File: src/rtl/dram_addr_mux_ctl_if.sv
// dram_addr_mux_ctl_if: CPU request/response and DRAM strobe bundle for the address mux controller
interface dram_addr_mux_ctl_if #(
  parameter int ROW_W  = 7,
  parameter int DATA_W = 8
);
  logic                  req;
  logic [2*ROW_W-1:0]    addr;
  logic                  we;
  logic                  ack;
  logic [DATA_W-1:0]     rdata;
  logic                  busy;
  logic [ROW_W-1:0]      ma;
  logic                  ras_n;
  logic                  cas_n;
  logic                  we_n;
  logic [DATA_W-1:0]     dram_q;
  logic                  ref_overrun;
  modport master (output req, addr, we, dram_q,
                  input  ack, rdata, busy, ma, ras_n, cas_n, we_n, ref_overrun);
  modport slave  (input  req, addr, we, dram_q,
                  output ack, rdata, busy, ma, ras_n, cas_n, we_n, ref_overrun);
endinterface

File: src/rtl/dram_addr_mux_ctl.sv
// dram_addr_mux_ctl: DRAM row/column mux and RAS/CAS sequencer; RAS-only refresh built when DRAM_REFRESH_EN is defined
module dram_addr_mux_ctl #(
  parameter int ROW_W      = 7,
  parameter int DATA_W     = 8,
  parameter int CAS_CYCLES = 2,
  parameter int PRE_CYCLES = 2,
  parameter int REF_PERIOD = 64
) (
  input logic               clk,
  input logic               rst,
  dram_addr_mux_ctl_if.slave bus
);
  typedef enum logic [2:0] {IDLE, ROW, COL, CAS, PRE, REF, RPRE} state_t;
  localparam int CW = $clog2(CAS_CYCLES + PRE_CYCLES + 2);
  if (CAS_CYCLES < 1 || PRE_CYCLES < 1 || REF_PERIOD < 2) begin : g_bad_params
    $error("dram_addr_mux_ctl: CAS_CYCLES/PRE_CYCLES must be >= 1 and REF_PERIOD >= 2");
  end
  state_t           state, nxt;
  logic [CW-1:0]    cnt, dur;
  logic             last;
  logic [ROW_W-1:0] row_l, col_l, ref_row;
  logic             we_l, ref_pend;
  // cnt restarts on every state change, so it measures time spent in the current state
  always_comb begin
    dur  = state == CAS ? CW'(CAS_CYCLES) :
           (state == PRE || state == RPRE) ? CW'(PRE_CYCLES) :
           state == REF ? CW'(CAS_CYCLES + 1) : CW'(1);
    last = cnt == dur - CW'(1);
  end
  always_ff @(posedge clk) begin
    if (rst) begin
      state     <= IDLE;
      cnt       <= '0;
      row_l     <= '0;
      col_l     <= '0;
      we_l      <= 1'b0;
      bus.rdata <= '0;
    end else begin
      state <= nxt;
      cnt   <= nxt != state ? '0 : cnt + 1'b1;
      if (state == IDLE && nxt == ROW) begin
        row_l <= bus.addr[2*ROW_W-1:ROW_W];
        col_l <= bus.addr[ROW_W-1:0];
        we_l  <= bus.we;
      end
      if (state == CAS && last && !we_l) bus.rdata <= bus.dram_q;
    end
  end
  always_comb begin
    nxt = state;
    case (state)
      IDLE:    nxt = ref_pend ? REF : bus.req ? ROW : IDLE;
      ROW:     nxt = COL;
      COL:     nxt = CAS;
      CAS:     nxt = last ? PRE : CAS;
      PRE:     nxt = last ? IDLE : PRE;
      REF:     nxt = last ? RPRE : REF;
      RPRE:    nxt = last ? IDLE : RPRE;
      default: nxt = IDLE;
    endcase
  end
  always_comb begin
    bus.busy  = state != IDLE;
    bus.ras_n = !(state inside {ROW, COL, CAS, REF});
    bus.cas_n = state != CAS;
    bus.we_n  = (state == COL || state == CAS) ? ~we_l : 1'b1;
    bus.ma    = state == ROW ? row_l :
                (state == COL || state == CAS) ? col_l :
                state == REF ? ref_row : '0;
    bus.ack   = state == PRE && cnt == '0;
  end
`ifdef DRAM_REFRESH_EN
  localparam int TW = REF_PERIOD > 2 ? $clog2(REF_PERIOD) : 1;
  logic [TW-1:0] timer;
  logic          wrap, take, overrun;
  assign wrap = timer == TW'(REF_PERIOD - 1);
  assign take = state == IDLE && ref_pend;
  // a wrap that lands while a request is still waiting (and not being taken) loses one refresh
  always_ff @(posedge clk) begin
    if (rst) begin
      timer    <= '0;
      ref_pend <= 1'b0;
      ref_row  <= '0;
      overrun  <= 1'b0;
    end else begin
      timer    <= wrap ? '0 : timer + 1'b1;
      ref_pend <= wrap | (ref_pend & ~take);
      if (wrap && ref_pend && !take) overrun <= 1'b1;
      if (state == REF && last) ref_row <= ref_row + 1'b1;
    end
  end
  assign bus.ref_overrun = overrun;
`else
  assign ref_pend        = 1'b0;
  assign ref_row         = '0;
  assign bus.ref_overrun = 1'b0;
`endif
endmodule

File: src/flat_wrapper.sv
// flat-port wrapper written by rule: the top's interface ports become plain ports
module dram_addr_mux_ctl_flat 
#(
  parameter int ROW_W      = 7,
  parameter int DATA_W     = 8,
  parameter int CAS_CYCLES = 2,
  parameter int PRE_CYCLES = 2,
  parameter int REF_PERIOD = 64
)
  (clk, rst, bus_req, bus_addr, bus_we, bus_dram_q, bus_ack, bus_rdata, bus_busy, bus_ma, bus_ras_n, bus_cas_n, bus_we_n, bus_ref_overrun);
  dram_addr_mux_ctl_if #(.ROW_W(ROW_W), .DATA_W(DATA_W)) bus_i ();
  input logic clk;
  input logic rst;
  input wire logic [$bits(bus_i.req)-1:0] bus_req;
  input wire logic [$bits(bus_i.addr)-1:0] bus_addr;
  input wire logic [$bits(bus_i.we)-1:0] bus_we;
  input wire logic [$bits(bus_i.dram_q)-1:0] bus_dram_q;
  output wire logic [$bits(bus_i.ack)-1:0] bus_ack;
  output wire logic [$bits(bus_i.rdata)-1:0] bus_rdata;
  output wire logic [$bits(bus_i.busy)-1:0] bus_busy;
  output wire logic [$bits(bus_i.ma)-1:0] bus_ma;
  output wire logic [$bits(bus_i.ras_n)-1:0] bus_ras_n;
  output wire logic [$bits(bus_i.cas_n)-1:0] bus_cas_n;
  output wire logic [$bits(bus_i.we_n)-1:0] bus_we_n;
  output wire logic [$bits(bus_i.ref_overrun)-1:0] bus_ref_overrun;
  assign bus_i.req = bus_req;
  assign bus_i.addr = bus_addr;
  assign bus_i.we = bus_we;
  assign bus_i.dram_q = bus_dram_q;
  assign bus_ack = bus_i.ack;
  assign bus_rdata = bus_i.rdata;
  assign bus_busy = bus_i.busy;
  assign bus_ma = bus_i.ma;
  assign bus_ras_n = bus_i.ras_n;
  assign bus_cas_n = bus_i.cas_n;
  assign bus_we_n = bus_i.we_n;
  assign bus_ref_overrun = bus_i.ref_overrun;
  dram_addr_mux_ctl #(.ROW_W(ROW_W), .DATA_W(DATA_W), .CAS_CYCLES(CAS_CYCLES), .PRE_CYCLES(PRE_CYCLES), .REF_PERIOD(REF_PERIOD)) u_core (.clk(clk), .rst(rst), .bus(bus_i));
endmodule
File: config.mk
export PLATFORM = sky130hd
export DESIGN_NAME = dram_addr_mux_ctl_flat
export DESIGN_NICKNAME = d
export VERILOG_FILES = /design/src/rtl/dram_addr_mux_ctl_if.sv /design/src/rtl/dram_addr_mux_ctl.sv /design/src/flat_wrapper.sv
export SDC_FILE = /design/constraint.sdc
export NUM_CORES = 1
export LEC_CHECK = 0
export ABC_AREA = 1
export CORE_MARGIN = 5
export CORE_UTILIZATION = 34
export CTS_BUF_LIST = sky130_fd_sc_hd__clkbuf_8
export DETAILED_ROUTE_END_ITERATION = 7
export PLACE_DENSITY = 0.68
export SLEW_MARGIN = 5
export SYNTH_ARGS = -nofsm -noshare
export SYNTH_HDL_FRONTEND = slang
export SYNTH_SLANG_ARGS = --single-unit
File: constraint.sdc
create_clock -name clk -period 3.5 [get_ports clk]
set_input_delay 0.7 -clock clk [delete_from_list [all_inputs] [get_ports clk]]
set_output_delay 0.7 -clock clk [all_outputs]
set_load 0.05 [all_outputs]
==> results.yml, run 1 <==
status:
  status: "completed"
global_route:
  globalRoute.totalOverflow: 0
  grt_max_degree: 21
  grt_pass1_wl_mm: 5.285
  grt_pass1_vias: 1187
  antenna_found_initial: 0
  track_usage: 0.1251
clock_tree:
  postCtsHoldBufs: 0
  tritoncts: "built"
  path_clk_slew_ns: 0.06
  cts_resized: 0
  h-tree-depth: 2
  cts-root-buf: "clkbuf_8"
  clock_sinks: 29
  clockBufferDepth: 2
  clk_latency_ns: 0.27
  cts_setup_buffers: 0
  cts_buffers: 5
pwr:
  power.leakage_nw: 0.7816
  p_sw_frac: 0.3457
  p_per_area_mw_per_mm2: 555.6
  switchingPower_mw: 0.3886
  pwr-share-seq: 0.351
  p_int_mw: 0.7355
  combPwrFrac: 0.337
  clockPowerShare: 0.312
  peakVddDrop_uv: 256.4
hold_path:
  hold-path-endpoint: "u_core.col_l[0]$_SDFFE_PP0P_"
  worstHoldPathType: "register to register"
  hold_depth: 2
  min-delay-start: "u_core.col_l[0]$_SDFFE_PP0P_"
timing:
  rsz0062_at_grt: "no"
  hold_slack_ns: 0.4679
  drv_slew: 0
  setup-tns-final_ns: 0
  fin_crit_ns: 2.925
  worst_pin_slew_ns: 0.7468
  finClkSkew_ns: 0.005592
  max_freq_mhz: 341.9
  worst_slew_margin_rel: 0.5005
  setup_violations: 0
  post-route-period-util: 0.8356
  finalWorstSetupSlack_ns: 0.5752
  hold_viol_final: 0
cells_and_area:
  multi_input_comb_area_um2: 699.4
  antenna_cells: 0
  nFillCells: 396
  area_growth_pct: 43.35
  layout.nets: 255
  regArea_um2: 580.6
  fin_area_mm2: 0.002023
  most-common-layout-cells: "clkdlybuf4s50_1 (45), nor2_1 (29), dfxtp_1 (29)"
  final_common_cell: "clkdlybuf4s50_1"
  stdcell_count: 277
  layout-drive-gt1-share: 0.1586
logic_synthesis:
  synth_xor_xnor_area_share: 0.01862
  synth_seq_cells: 29
  yosysWarnings: 0
  synth_top_area_share: 0.4113
  seq_area_frac_synth: 0.4113
  synth_compound_area_frac: 0.1684
  synth_fa_ha_area_frac: 0.02660
  synth-simple-area-share: 0.2793
  synthTopCellsByArea: "dfxtp_1 (41%), a211oi_1 (8.0%), nor2_1 (7.7%), nand2_1 (6.4%), inv_1 (5.9%)"
  synth.largest_area_cell: "dfxtp_1"
  synth_top_family_by_area: "simple AND/OR/NAND/NOR gates"
  synthDistinctLibCells: 26
  syn_avg_cell_area_um2: 7.885
  synth.area.mux_share: 0
  mappedNetlistArea_mm2: 0.001411
  syn_nets: 208
  synthCells: 179
die:
  die_area_mm2: 0.005540
  io_pins: 47
  core_mm2: 0.004000
  die_h_um: 74.43
  chipWidth_um: 74.43
  rows: 23
  start_util: 0.3528
route:
  firstDrtPassIters: 4
  drt_iter0_markers: 95
  wl_per_cell_um: 11.61
  vias: 1267
  via_per_inst: 4.574
  antenna_left: 0
  wl_mm: 3.217
  drcViolationCount: 0
critical_path:
  cp_slowest_cell: "clkdlybuf4s50_1"
  regToRegStartpoint: "u_core.state[0]$_SDFF_PP0_"
  r2r_cells: 12
  r2r-end: "u_core.bus.rdata[3]$_SDFFE_PP0P_"
  path_class: "register to output port"
  critPathMaxStageDelay_ns: 0.83
  r2r_slack_ns: 1.24
  required_ns: 2.80
  arrival_ns: 2.22
  startpoint_type: "register"
  crit_chain: "inv_2 -> nor2_1 -> nand2_1 -> o22ai_1 -> clkdlybuf4s50_1"
  path_max_fanout: 8
  critPathCaptureType: "output port"
placed_design:
  io_buffer_count: 45
  gp_congestion: 0.8523
  dp_slack_ns: 0.8835
  hpwl_mm: 2.422
  dp.cells: 269
  placed_cell_area_mm2: 0.001907
flow_run:
  maxCapViolCount: 0
final cells by class:
class	count	share of cell area
multi-input combinational	118	0.3457
sequential	29	0.2870
timing repair buffer	47	0.2301
inverter	25	0.04886
clock buffer	6	0.04082
tap	50	0.03092
clock inverter	2	0.01670
cell usage after synthesis:
| cell | instances |
|---|---|
| a211oi_1 | 15 |
| a21oi_1 | 1 |
| a21oi_2 | 8 |
| a31oi_1 | 1 |
| buf_1 | 1 |
| buf_2 | 2 |
| buf_4 | 1 |
| clkbuf_1 | 3 |
| clkinv_4 | 1 |
| conb_1 | 1 |
| dfxtp_1 | 29 |
| ha_1 | 3 |
| inv_1 | 22 |
| inv_2 | 2 |
| nand2_1 | 24 |
| nand2_2 | 10 |
| nand2_4 | 2 |
| nand3_1 | 10 |
| nand3_2 | 1 |
| nand3_4 | 1 |
| nand4_4 | 1 |
| nor2_1 | 29 |
| nor2_4 | 1 |
| o22ai_1 | 7 |
| xnor2_1 | 2 |
| xor2_1 | 1 |
power groups by stage:
stage	registers, mW	logic (mW)	clock network (mW)
floorplan	0.406	0.263	0
global placement	0.400	0.380	0
detailed placement	0.401	0.382	0
CTS	0.394	0.384	0.362
global route	0.399	0.413	0.379
finish	0.394	0.379	0.351
per-stage QoR:
step | total power, mW | util
after floorplan | 0.6691 | -
after global placement | 0.7804 | 0.4767
after detailed placement | 0.7833 | 0.4767
after CTS | 1.140 | 0.5058
after global routing | 1.191 | 0.5058
final | 1.124 | 0.5058
layer usage:
metal / vias to the layer above / global-route usage / wire length [um]
li1: 675 / - / -
met2: 30 / 0.1824 / 1521
met4: 0 / 0.05929 / 55
met5: - / 0 / 0
met1: 557 / 0.1717 / 1453
met3: 5 / 0.03243 / 186
worst max-delay path by stage:
stage | start | depth (start not counted) | slack [ns] | end
floorplan | u_core.state[0]$_SDFF_PP0_ | 4 | 1.22 | bus_ma[0]
global placement | u_core.state[0]$_SDFF_PP0_ | 5 | 0.91 | bus_ma[0]
detailed placement | u_core.state[0]$_SDFF_PP0_ | 5 | 0.88 | bus_ma[5]
CTS | u_core.state[0]$_SDFF_PP0_ | 5 | 0.58 | bus_ma[0]
global route | u_core.state[0]$_SDFF_PP0_ | 5 | 0.43 | bus_ma[0]
finish | u_core.state[0]$_SDFF_PP0_ | 5 | 0.58 | bus_ma[5]
flip-flops by register name, indices dropped and copies added, names as in the netlist:
| register | count |
|---|---|
| u_core.cnt | 3 |
| u_core.state | 3 |
| u_core.col_l | 7 |
| u_core.row_l | 7 |
| u_core.we_l | 1 |
| u_core.bus.rdata | 8 |
critical path: cells and delay by family (launching register included):
kind	cells	cell delay (ns)
simple gates	2	0.40
compound gates	1	0.20
flops	1	0.42
buf+inv	2	0.93
logic make-up after synthesis:
family	count (synthesis)
AND/OR/NAND/NOR	79
AO/OA/AOI/OAI	32
buffers and inverters	32
flip-flops	29
XOR/XNOR	3
adder cells (fa/ha/maj)	3
other	1
(Power assumes the default switching activity.)
==> run 2: changes to the inputs <==
clock period = 2.7 ns   (was 3.5 ns; I/O delays follow)
==> results.yml, run 2 (synthesis results as in run 1) <==
timing:
  setup_violations: 0
  rsz0062_at_grt: "no"
  setup-tns-final_ns: 0
  worst_slew_margin_rel: 0.6249
  drv_slew: 0
  worst_pin_slew_ns: 0.5612
  post-route-period-util: 0.9149
  max_freq_mhz: 404.8
  hold_viol_final: 0
  finClkSkew_ns: 0.005185
  fin_crit_ns: 2.470
critical_path:
  path_max_fanout: 8
  critPathCaptureType: "output port"
  required_ns: 2.16
  arrival_ns: 1.93
  startpoint_type: "register"
  path_class: "register to output port"
clock_tree:
  path_clk_slew_ns: 0.06
  cts_buffers: 5
  clk_latency_ns: 0.27
  cts-root-buf: "clkbuf_8"
  clockBufferDepth: 2
  cts_resized: 0
  tritoncts: "built"
  postCtsHoldBufs: 0
  cts_setup_buffers: 0
  clock_sinks: 29
  h-tree-depth: 2
die:
  chipWidth_um: 74.43
  start_util: 0.3528
  core_mm2: 0.004000
  die_area_mm2: 0.005540
  rows: 23
  io_pins: 47
  die_h_um: 74.43
pwr:
  peakVddDrop_uv: 309.4
  pwr-share-seq: 0.376
  p_int_mw: 0.8619
  power.leakage_nw: 0.7954
  combPwrFrac: 0.368
  p_per_area_mw_per_mm2: 678.9
  p_sw_frac: 0.3662
  clockPowerShare: 0.256
  switchingPower_mw: 0.4980
global_route:
  grt_pass1_vias: 1246
  antenna_found_initial: 0
  grt_max_degree: 19
  track_usage: 0.1330
  globalRoute.totalOverflow: 0
  grt_pass1_wl_mm: 5.520
cells_and_area:
  layout.nets: 257
  layout-drive-gt1-share: 0.1930
  antenna_cells: 0
  most-common-layout-cells: "clkdlybuf4s50_1 (38), nor2_1 (29), dfxtp_1 (29)"
  area_growth_pct: 41.93
  multi_input_comb_area_um2: 699.4
  largest_register: "u_core.bus.rdata"
  final_common_cell: "clkdlybuf4s50_1"
  fin_util: 0.5008
  nFillCells: 388
  reg_top3: "u_core.bus.rdata (8), u_core.col_l (7), u_core.row_l (7)"
  regArea_um2: 580.6
  largest_register_ffs: 8
placed_design:
  hpwl_mm: 2.427
  gp_congestion: 0.8692
  io_buffer_count: 45
route:
  antenna_left: 0
  via_per_inst: 4.565
  vias: 1269
  wl_per_cell_um: 11.62
  drt_iter0_markers: 76
  drcViolationCount: 0
  firstDrtPassIters: 4
  wl_mm: 3.231
flow_run:
  maxCapViolCount: 0
status:
  status: "completed"
hold_path:
  worstHoldPathType: "register to register"
## run 2: path summary, 6_finish.rpt
check                                                   from                                to  slack (ns)  cells past startpoint
worst min-delay path            u_core.col_l[6]$_SDFFE_PP0P_      u_core.col_l[6]$_SDFFE_PP0P_        0.46                      2
worst max-delay path              u_core.state[2]$_SDFF_PP0_                         bus_ras_n        0.23                      5
worst min register to register  u_core.col_l[6]$_SDFFE_PP0P_      u_core.col_l[6]$_SDFFE_PP0P_        0.46                      2
worst max register to register    u_core.state[0]$_SDFF_PP0_  u_core.bus.rdata[2]$_SDFFE_PP0P_        0.49                     12
## run 2: metal layers
metal,part of all wire,global-route usage
met1,0.47,0.1720
met2,0.46,0.1932
met3,0.050,0.04459
met4,0.019,0.07510
met5,0,0
## run 2: critical path: stages (launching register included)
cell,delay [ns]
dfxtp_1,0.45
inv_2,0.13
nand2_1,0.10
inv_1,0.06
nor2_1,0.11
clkdlybuf4s50_1,0.82
## run 2: area by class of cell
cell class	count	area share
Sequential cell	29	0.2898
Inverter	25	0.04934
Tap cell	50	0.03123
Clock buffer	6	0.04122
Clock inverter	1	0.001874
Multi-Input combinational cell	118	0.3492
Timing Repair Buffer	49	0.2374
## run 2: stage by stage
step	instance area (um2)	power, mW	std cells	setup slack, ns	hold WS [ns]
final	2003	1.360	278	0.2298	0.4642
after global routing	2003	1.456	278	0.1088	0.4859
after CTS	2003	1.380	278	0.1983	0.4641
after detailed placement	1917	1.023	271	0.4888	0.4551
after global placement	1917	1.021	271	0.4782	0.4536
after floorplan	1411	0.8673	179	0.5804	0.4396
## run 2: power groups by stage
| stage | clock network, mW | logic (mW) | registers (mW) |
|---|---|---|---|
| floorplan | 0 | 0.342 | 0.526 |
| global route | 0.386 | 0.552 | 0.518 |
| CTS | 0.365 | 0.505 | 0.511 |
| global placement | 0 | 0.502 | 0.519 |
| finish | 0.348 | 0.501 | 0.511 |
| detailed placement | 0 | 0.503 | 0.521 |
